==> src/rtl/project1_pkg.sv <==
// Shared encodings for the Project 1 operand entry front end.
package project1_pkg;

  typedef enum logic [1:0] {
    ST_ENTER_A = 2'b00,
    ST_ENTER_B = 2'b01,
    ST_SHOW    = 2'b10
  } entry_state_t;

  localparam int BTN_ACCEPT = 0;
  localparam int BTN_CLEAR  = 1;

  localparam int DATA_W = 8;
  localparam int MODE_W = 2;
  localparam int SW_W   = DATA_W + MODE_W;

endpackage

==> src/rtl/operand_entry_if.sv <==
// Board-side inputs and ALU-side operand outputs of the entry front end.
interface operand_entry_if;
  import project1_pkg::*;

  logic [1:0]        buttons;
  logic [SW_W-1:0]   switches;
  logic [DATA_W-1:0] operand_a;
  logic [DATA_W-1:0] operand_b;
  logic [MODE_W-1:0] mode;
  logic              result_valid;
  logic [1:0]        entry_state;
  logic [DATA_W-1:0] display_value;

  modport master (
    output buttons, switches,
    input  operand_a, operand_b, mode, result_valid, entry_state, display_value
  );

  modport slave (
    input  buttons, switches,
    output operand_a, operand_b, mode, result_valid, entry_state, display_value
  );

endinterface

==> src/rtl/button_debounce.sv <==
// Two-flop synchronizer plus counting debouncer for one active-low push-button.
// press pulses for one cycle when the debounced level falls (button pressed).
module button_debounce #(
  parameter int DEBOUNCE_CYCLES = 500000
) (
  input  logic clock,
  input  logic resetn,
  input  logic btn,
  output logic press
);

  localparam int CNT_W = $clog2(DEBOUNCE_CYCLES + 1);
  localparam logic [CNT_W-1:0] CNT_MAX = CNT_W'(DEBOUNCE_CYCLES);

  logic             sync_p0;
  logic             sync_p1;
  logic             stable;
  logic [CNT_W-1:0] cnt;

  always_ff @(posedge clock or negedge resetn) begin
    if (!resetn) begin
      sync_p0 <= 1'b1;
      sync_p1 <= 1'b1;
      stable  <= 1'b1;
      cnt     <= '0;
      press   <= 1'b0;
    end else begin
      sync_p0 <= btn;
      sync_p1 <= sync_p0;
      press   <= 1'b0;
      // Any cycle matching the accepted level restarts the count, so bounces never accumulate
      if (sync_p1 == stable) begin
        cnt <= '0;
      end else if (cnt == CNT_MAX) begin
        stable <= sync_p1;
        cnt    <= '0;
        press  <= stable;
      end else begin
        cnt <= cnt + CNT_W'(1);
      end
    end
  end

endmodule

==> src/rtl/operand_entry.sv <==
// Debounced button entry FSM that latches two operands and a mode from the switches
// and presents them, registered, to the ALU datapath.
module operand_entry
  import project1_pkg::*;
#(
  parameter int DEBOUNCE_CYCLES = 500000
) (
  input  logic             clock,
  input  logic             resetn,
  operand_entry_if.slave   bus
);

  logic press_acc;
  logic press_clr;

  button_debounce #(.DEBOUNCE_CYCLES(DEBOUNCE_CYCLES)) u_accept (
    .clock  (clock),
    .resetn (resetn),
    .btn    (bus.buttons[BTN_ACCEPT]),
    .press  (press_acc)
  );

  button_debounce #(.DEBOUNCE_CYCLES(DEBOUNCE_CYCLES)) u_clear (
    .clock  (clock),
    .resetn (resetn),
    .btn    (bus.buttons[BTN_CLEAR]),
    .press  (press_clr)
  );

  logic [SW_W-1:0] sw_p0;
  logic [SW_W-1:0] sw_p1;

  always_ff @(posedge clock or negedge resetn) begin
    if (!resetn) begin
      sw_p0 <= '0;
      sw_p1 <= '0;
    end else begin
      sw_p0 <= bus.switches;
      sw_p1 <= sw_p0;
    end
  end

  entry_state_t      state, state_nxt;
  logic [DATA_W-1:0] opa, opa_nxt;
  logic [DATA_W-1:0] opb, opb_nxt;
  logic [MODE_W-1:0] md, md_nxt;
  logic              vld, vld_nxt;

  always_ff @(posedge clock or negedge resetn) begin
    if (!resetn) begin
      state <= ST_ENTER_A;
      opa   <= '0;
      opb   <= '0;
      md    <= '0;
      vld   <= 1'b0;
    end else begin
      state <= state_nxt;
      opa   <= opa_nxt;
      opb   <= opb_nxt;
      md    <= md_nxt;
      vld   <= vld_nxt;
    end
  end

  // CLEAR takes priority; a coincident ACCEPT pulse is simply dropped
  always_comb begin
    state_nxt = state;
    opa_nxt   = opa;
    opb_nxt   = opb;
    md_nxt    = md;
    vld_nxt   = vld;
    if (press_clr) begin
      state_nxt = ST_ENTER_A;
      opa_nxt   = '0;
      opb_nxt   = '0;
      md_nxt    = '0;
      vld_nxt   = 1'b0;
    end else if (press_acc) begin
      case (state)
        ST_ENTER_A: begin
          opa_nxt   = sw_p1[DATA_W-1:0];
          state_nxt = ST_ENTER_B;
        end
        ST_ENTER_B: begin
          opb_nxt   = sw_p1[DATA_W-1:0];
          md_nxt    = sw_p1[SW_W-1:DATA_W];
          vld_nxt   = 1'b1;
          state_nxt = ST_SHOW;
        end
        ST_SHOW: begin
          vld_nxt   = 1'b0;
          state_nxt = ST_ENTER_A;
        end
        default: begin
          state_nxt = ST_ENTER_A;
        end
      endcase
    end
  end

  assign bus.operand_a     = opa;
  assign bus.operand_b     = opb;
  assign bus.mode          = md;
  assign bus.result_valid  = vld;
  assign bus.entry_state   = state;
  assign bus.display_value = (state == ST_SHOW) ? opa : sw_p1[DATA_W-1:0];

endmodule
==> src/flat_wrapper.sv <==
// flat-port wrapper written by rule: the top's interface ports become plain ports
module operand_entry_flat import project1_pkg::*;
#(
  parameter int DEBOUNCE_CYCLES = 500000
)
  (clock, resetn, bus_buttons, bus_switches, bus_operand_a, bus_operand_b, bus_mode, bus_result_valid, bus_entry_state, bus_display_value);
  operand_entry_if bus_i ();
  input  logic clock;
  input  logic resetn;
  input wire logic [$bits(bus_i.buttons)-1:0] bus_buttons;
  input wire logic [$bits(bus_i.switches)-1:0] bus_switches;
  output wire logic [$bits(bus_i.operand_a)-1:0] bus_operand_a;
  output wire logic [$bits(bus_i.operand_b)-1:0] bus_operand_b;
  output wire logic [$bits(bus_i.mode)-1:0] bus_mode;
  output wire logic [$bits(bus_i.result_valid)-1:0] bus_result_valid;
  output wire logic [$bits(bus_i.entry_state)-1:0] bus_entry_state;
  output wire logic [$bits(bus_i.display_value)-1:0] bus_display_value;
  assign bus_i.buttons = bus_buttons;
  assign bus_i.switches = bus_switches;
  assign bus_operand_a = bus_i.operand_a;
  assign bus_operand_b = bus_i.operand_b;
  assign bus_mode = bus_i.mode;
  assign bus_result_valid = bus_i.result_valid;
  assign bus_entry_state = bus_i.entry_state;
  assign bus_display_value = bus_i.display_value;
  operand_entry #(.DEBOUNCE_CYCLES(DEBOUNCE_CYCLES)) u_core (.clock(clock), .resetn(resetn), .bus(bus_i));
endmodule
==> config.mk <==
export PLATFORM = sky130hd
export DESIGN_NAME = operand_entry_flat
export DESIGN_NICKNAME = d
export VERILOG_FILES = /design/src/rtl/project1_pkg.sv /design/src/rtl/operand_entry_if.sv /design/src/rtl/button_debounce.sv /design/src/rtl/operand_entry.sv /design/src/flat_wrapper.sv
export SDC_FILE = /design/constraint.sdc
export NUM_CORES = 1
export LEC_CHECK = 0
export ABC_CLOCK_PERIOD_IN_PS = 2680
export CORE_MARGIN = 5
export CORE_UTILIZATION = 35
export DETAILED_ROUTE_END_ITERATION = 7
export HOLD_SLACK_MARGIN = 0.06
export PLACE_DENSITY = 0.57
export SKIP_LAST_GASP = 1
export SLEW_MARGIN = 20
export SYNTH_ARGS = -nofsm -noshare
export SYNTH_HDL_FRONTEND = slang
export SYNTH_SLANG_ARGS = --single-unit
==> constraint.sdc <==
create_clock -name clock -period 2.68 [get_ports clock]
set_clock_uncertainty 0.1 [all_clocks]
set_input_delay 0.536 -clock clock [delete_from_list [all_inputs] [get_ports clock]]
set_output_delay 0.536 -clock clock [all_outputs]
set_load 0.02 [all_outputs]
==> flow_summary.json <==
{
  "num_io_pins": 43,
  "p_sw_share_pct": 22.42,
  "grt_first_pass_wirelength_um": 12230,
  "worstHoldStart": "u_core.sw_p0[3]$_DFF_PN0_",
  "postPlaceCellArea_mm2": 0.004267,
  "p_leak_nw": 1.974,
  "drt_iter0_markers": 113,
  "async_flop_share_pct": 100.0,
  "tightest_slew_ps": 814.2,
  "powerDensity_mw_per_mm2": 529.2,
  "avgSynthCellArea_um2": 12.03,
  "worstReg2RegStart": "u_core.u_clear.cnt[6]$_DFF_PN0_",
  "row_count": 37,
  "crit_arrival_ps": 1670,
  "cts_tree": "yes",
  "antenna_cells": 0,
  "track_usage_pct": 12.03,
  "fillers": 969,
  "intPower_mw": 1.845,
  "fin_crit_ps": 2307,
  "grt_max_degree": 53,
  "postLayoutCellArea_mm2": 0.004494,
  "dr.pass1.iters": 4,
  "ant_nets": 0,
  "place_hpwl_um": 4920,
  "antenna_found_initial": 0,
  "nets": 374,
  "hp-class": "register to register",
  "path_class": "register to output port",
  "ys.flop_type": "dfrtp_1",
  "cp.required_ps": 2040,
  "yosys_register_bits": 87,
  "p_comb_share_pct": 4.5,
  "dieWidth_um": 112.2,
  "ff2ff_path_depth": 4,
  "critical_path.startpoint": "u_core.bus.entry_state[0]$_DFFE_PN0P_",
  "numPortBuffers": 42,
  "p_switching_mw": 0.5332,
  "die_y_um": 112.2,
  "timing_hold_violations_final": 0,
  "timing.rr.end": "u_core.u_clear.cnt[11]$_DFF_PN0_",
  "numCtsBuffers": 9,
  "rsz0062_at_grt": "false",
  "reg2reg_slack_ps": 630,
  "vias_per_cell": 4.819,
  "start_util_pct": 35.59,
  "area_growth_pct": 22.89,
  "setup_slack_ps": 372.7,
  "crit_fanout": 8,
  "hold_ws_ps": 249.8,
  "total_power_mw": 2.379,
  "clk_pin_slew_worst_paths_ps": 80,
  "yosysSeqAreaShare_pct": 59.73,
  "clk_latency_ps": 340,
  "routedWlPerCell_um": 14.21,
  "synthCells": 304,
  "fmax_mhz": 433.4,
  "dieArea_mm2": 0.01259,
  "period_share_pct": 86.10,
  "synth_edf_count": 0,
  "pwr-share-clk_pct": 38.3,
  "slew_viol_final": 0,
  "seqPwrFrac_pct": 57.3,
  "gp_congestion": 0.7635,
  "drc": 0,
  "endpoint_kind": "output port",
  "synth.cell_area_mm2": 0.003657,
  "vias": 2395,
  "ys_warn_count": 0,
  "syn_nets": 322,
  "slew_headroom_pct": 45.61,
  "setup_tns_ps": 0,
  "cts_root_buffer": "clkbuf_8",
  "core-area_mm2": 0.01028,
  "status": "complete, no violations",
  "crit_path_end": "bus_display_value[3]",
  "yosysUniqueCellTypes": 40,
  "pre_cts_ws_ps": 403.7,
  "cp-start-kind": "register",
  "cts_htree_levels": 3,
  "final-setup-viol-count": 0,
  "max-cap-violations": 0,
  "clock-sinks": 87,
  "ir_drop_mv": 0.2912,
  "drive_gt1_share_pct": 14.13,
  "grt_pass1_vias": 2455,
  "grt-ovfl-total": 0,
  "clock_path_buffers": 2,
  "wl_um": 7060
}
-- routing by layer --
layer	track usage, %	wire length, um	share of wire (%)
met3	3.342	177	2.5
met4	5.048	129	1.8
met2	19.35	3463	49
met1	15.28	3291	47
met5	0	0	0
-- synthesized netlist by cell type (all sizes together) (4+ instances only) --
cell type	n	area [um2]
clkbuf	4	15.01
and4	4	36.29
a21oi	11	55.05
nor4b	4	35.03
nor2	40	150.1
xor2	16	140.1
or3	6	37.54
a22o	10	87.58
buf	5	28.77
ha	4	50.05
mux2i	8	80.08
xnor2	13	113.9
inv	9	33.78
o21ai	6	30.03
nor3	4	20.02
nand4	11	75.07
mux2	10	120.1
nor4	5	31.28
nand3	13	65.06
and3	5	32.53
dfrtp	81	2027
nand2	10	37.54
dfstp	6	157.7
-- per-stage QoR --
stage | utilization, % | std cells
6_report | 43.73 | 497
5_1_grt | 43.73 | 497
4_1_cts | 43.54 | 497
3_5_place_dp | 41.51 | 480
3_3_place_gp | 41.51 | 480
2_1_floorplan | - | 304
-- logic make-up (layout without fill, tap and decap cells) --
family / Yosys count / in the layout / synth area share (%)
DFF: 87 / 87 / 59.73
xor gates and xnor gates: 29 / 29 / 6.945
AOI/OAI and AO/OA: 31 / 31 / 6.671
buffers and inverters: 18 / 75 / 2.121
muxes: 18 / 18 / 5.474
and+or+nand+nor: 117 / 117 / 17.69
adders and majority gates: 4 / 4 / 1.369
-- power groups by stage --
stage	Clock (mW)	Combinational (mW)	Sequential (mW)
2_1_floorplan	0	0.0437	1.38
3_3_place_gp	0	0.108	1.39
3_5_place_dp	0	0.111	1.39
4_1_cts	0.943	0.112	1.36
5_1_grt	1.00	0.121	1.37
6_report	0.911	0.106	1.36
-- how the worst min path moves through the flow --
| stage | to | slack [ps] | cells past startpoint |
|---|---|---|---|
| after global placement | u_core.sw_p1[9]$_DFF_PN0_ | 230 | 0 |
| after detailed placement | u_core.sw_p1[8]$_DFF_PN0_ | 230 | 0 |
| final | u_core.sw_p1[3]$_DFF_PN0_ | 250 | 0 |
| after floorplan | u_core.bus.entry_state[0]$_DFFE_PN0P_ | 140 | 0 |
| after global routing | u_core.sw_p1[0]$_DFF_PN0_ | 250 | 0 |
| after CTS | u_core.sw_p1[3]$_DFF_PN0_ | 250 | 0 |
-- state kept, by name (all words and copies together) (netlist names), 2 cells and up --
name                    count
u_core.u_clear.cnt         19
u_core.bus.mode             2
u_core.bus.entry_state      2
u_core.sw_p0               10
u_core.u_accept.cnt        19
u_core.bus.operand_a        8
u_core.sw_p1               10
u_core.bus.operand_b        8
-- critical path, cell delays in order (launching register included) --
cell and delay (ps):
dfrtp_1 450, nor2b_1 130, buf_4 180, mux2_2 350, dlymetal6s2s_1 210
-- area by class of cell --
cell class	instances	area, um2	area share, %
repair buffers	50	513.0	11.41
clock inverters	5	56.30	1.253
flip-flops and latches	87	2185	48.61
multi-input cells	199	1395	31.04
clock buffers	11	141.4	3.146
inverters	9	33.78	0.7517
well taps	136	170.2	3.786
-- cells in the final DEF (no fill, tap or decap), types with 2 or more instances in the layout --
master	n
dfstp_2	6
a21oi_1	11
or3_1	6
xor2_1	16
ha_1	4
nand2_1	10
dfrtp_1	81
nor2b_1	2
or2_2	2
and4_1	3
mux2i_1	8
nand3_1	13
or4_4	2
nor3b_1	2
inv_1	9
dlymetal6s2s_1	8
and3_1	4
xnor2_1	13
mux2_2	8
clkbuf_8	10
nand4_1	10
clkinv_2	2
o21ai_0	6
nor4b_1	4
o41ai_4	2
nor4_1	5
clkdlybuf4s50_1	33
nor3_1	4
buf_4	7
or4b_4	2
a22o_1	10
nand3b_1	3
nor2_1	40
mux2_4	2
-- repair_timing --
item | in CTS | in global routing
gates resized for setup | 0 | 8
setup buffers | 0 | 0
hold buffers | 1 | 0
endpoints found under the hold margin | 30 | 0
setup endpoints to repair | 0 | 8
No activity file was read; power rests on OpenSTA's default activity.
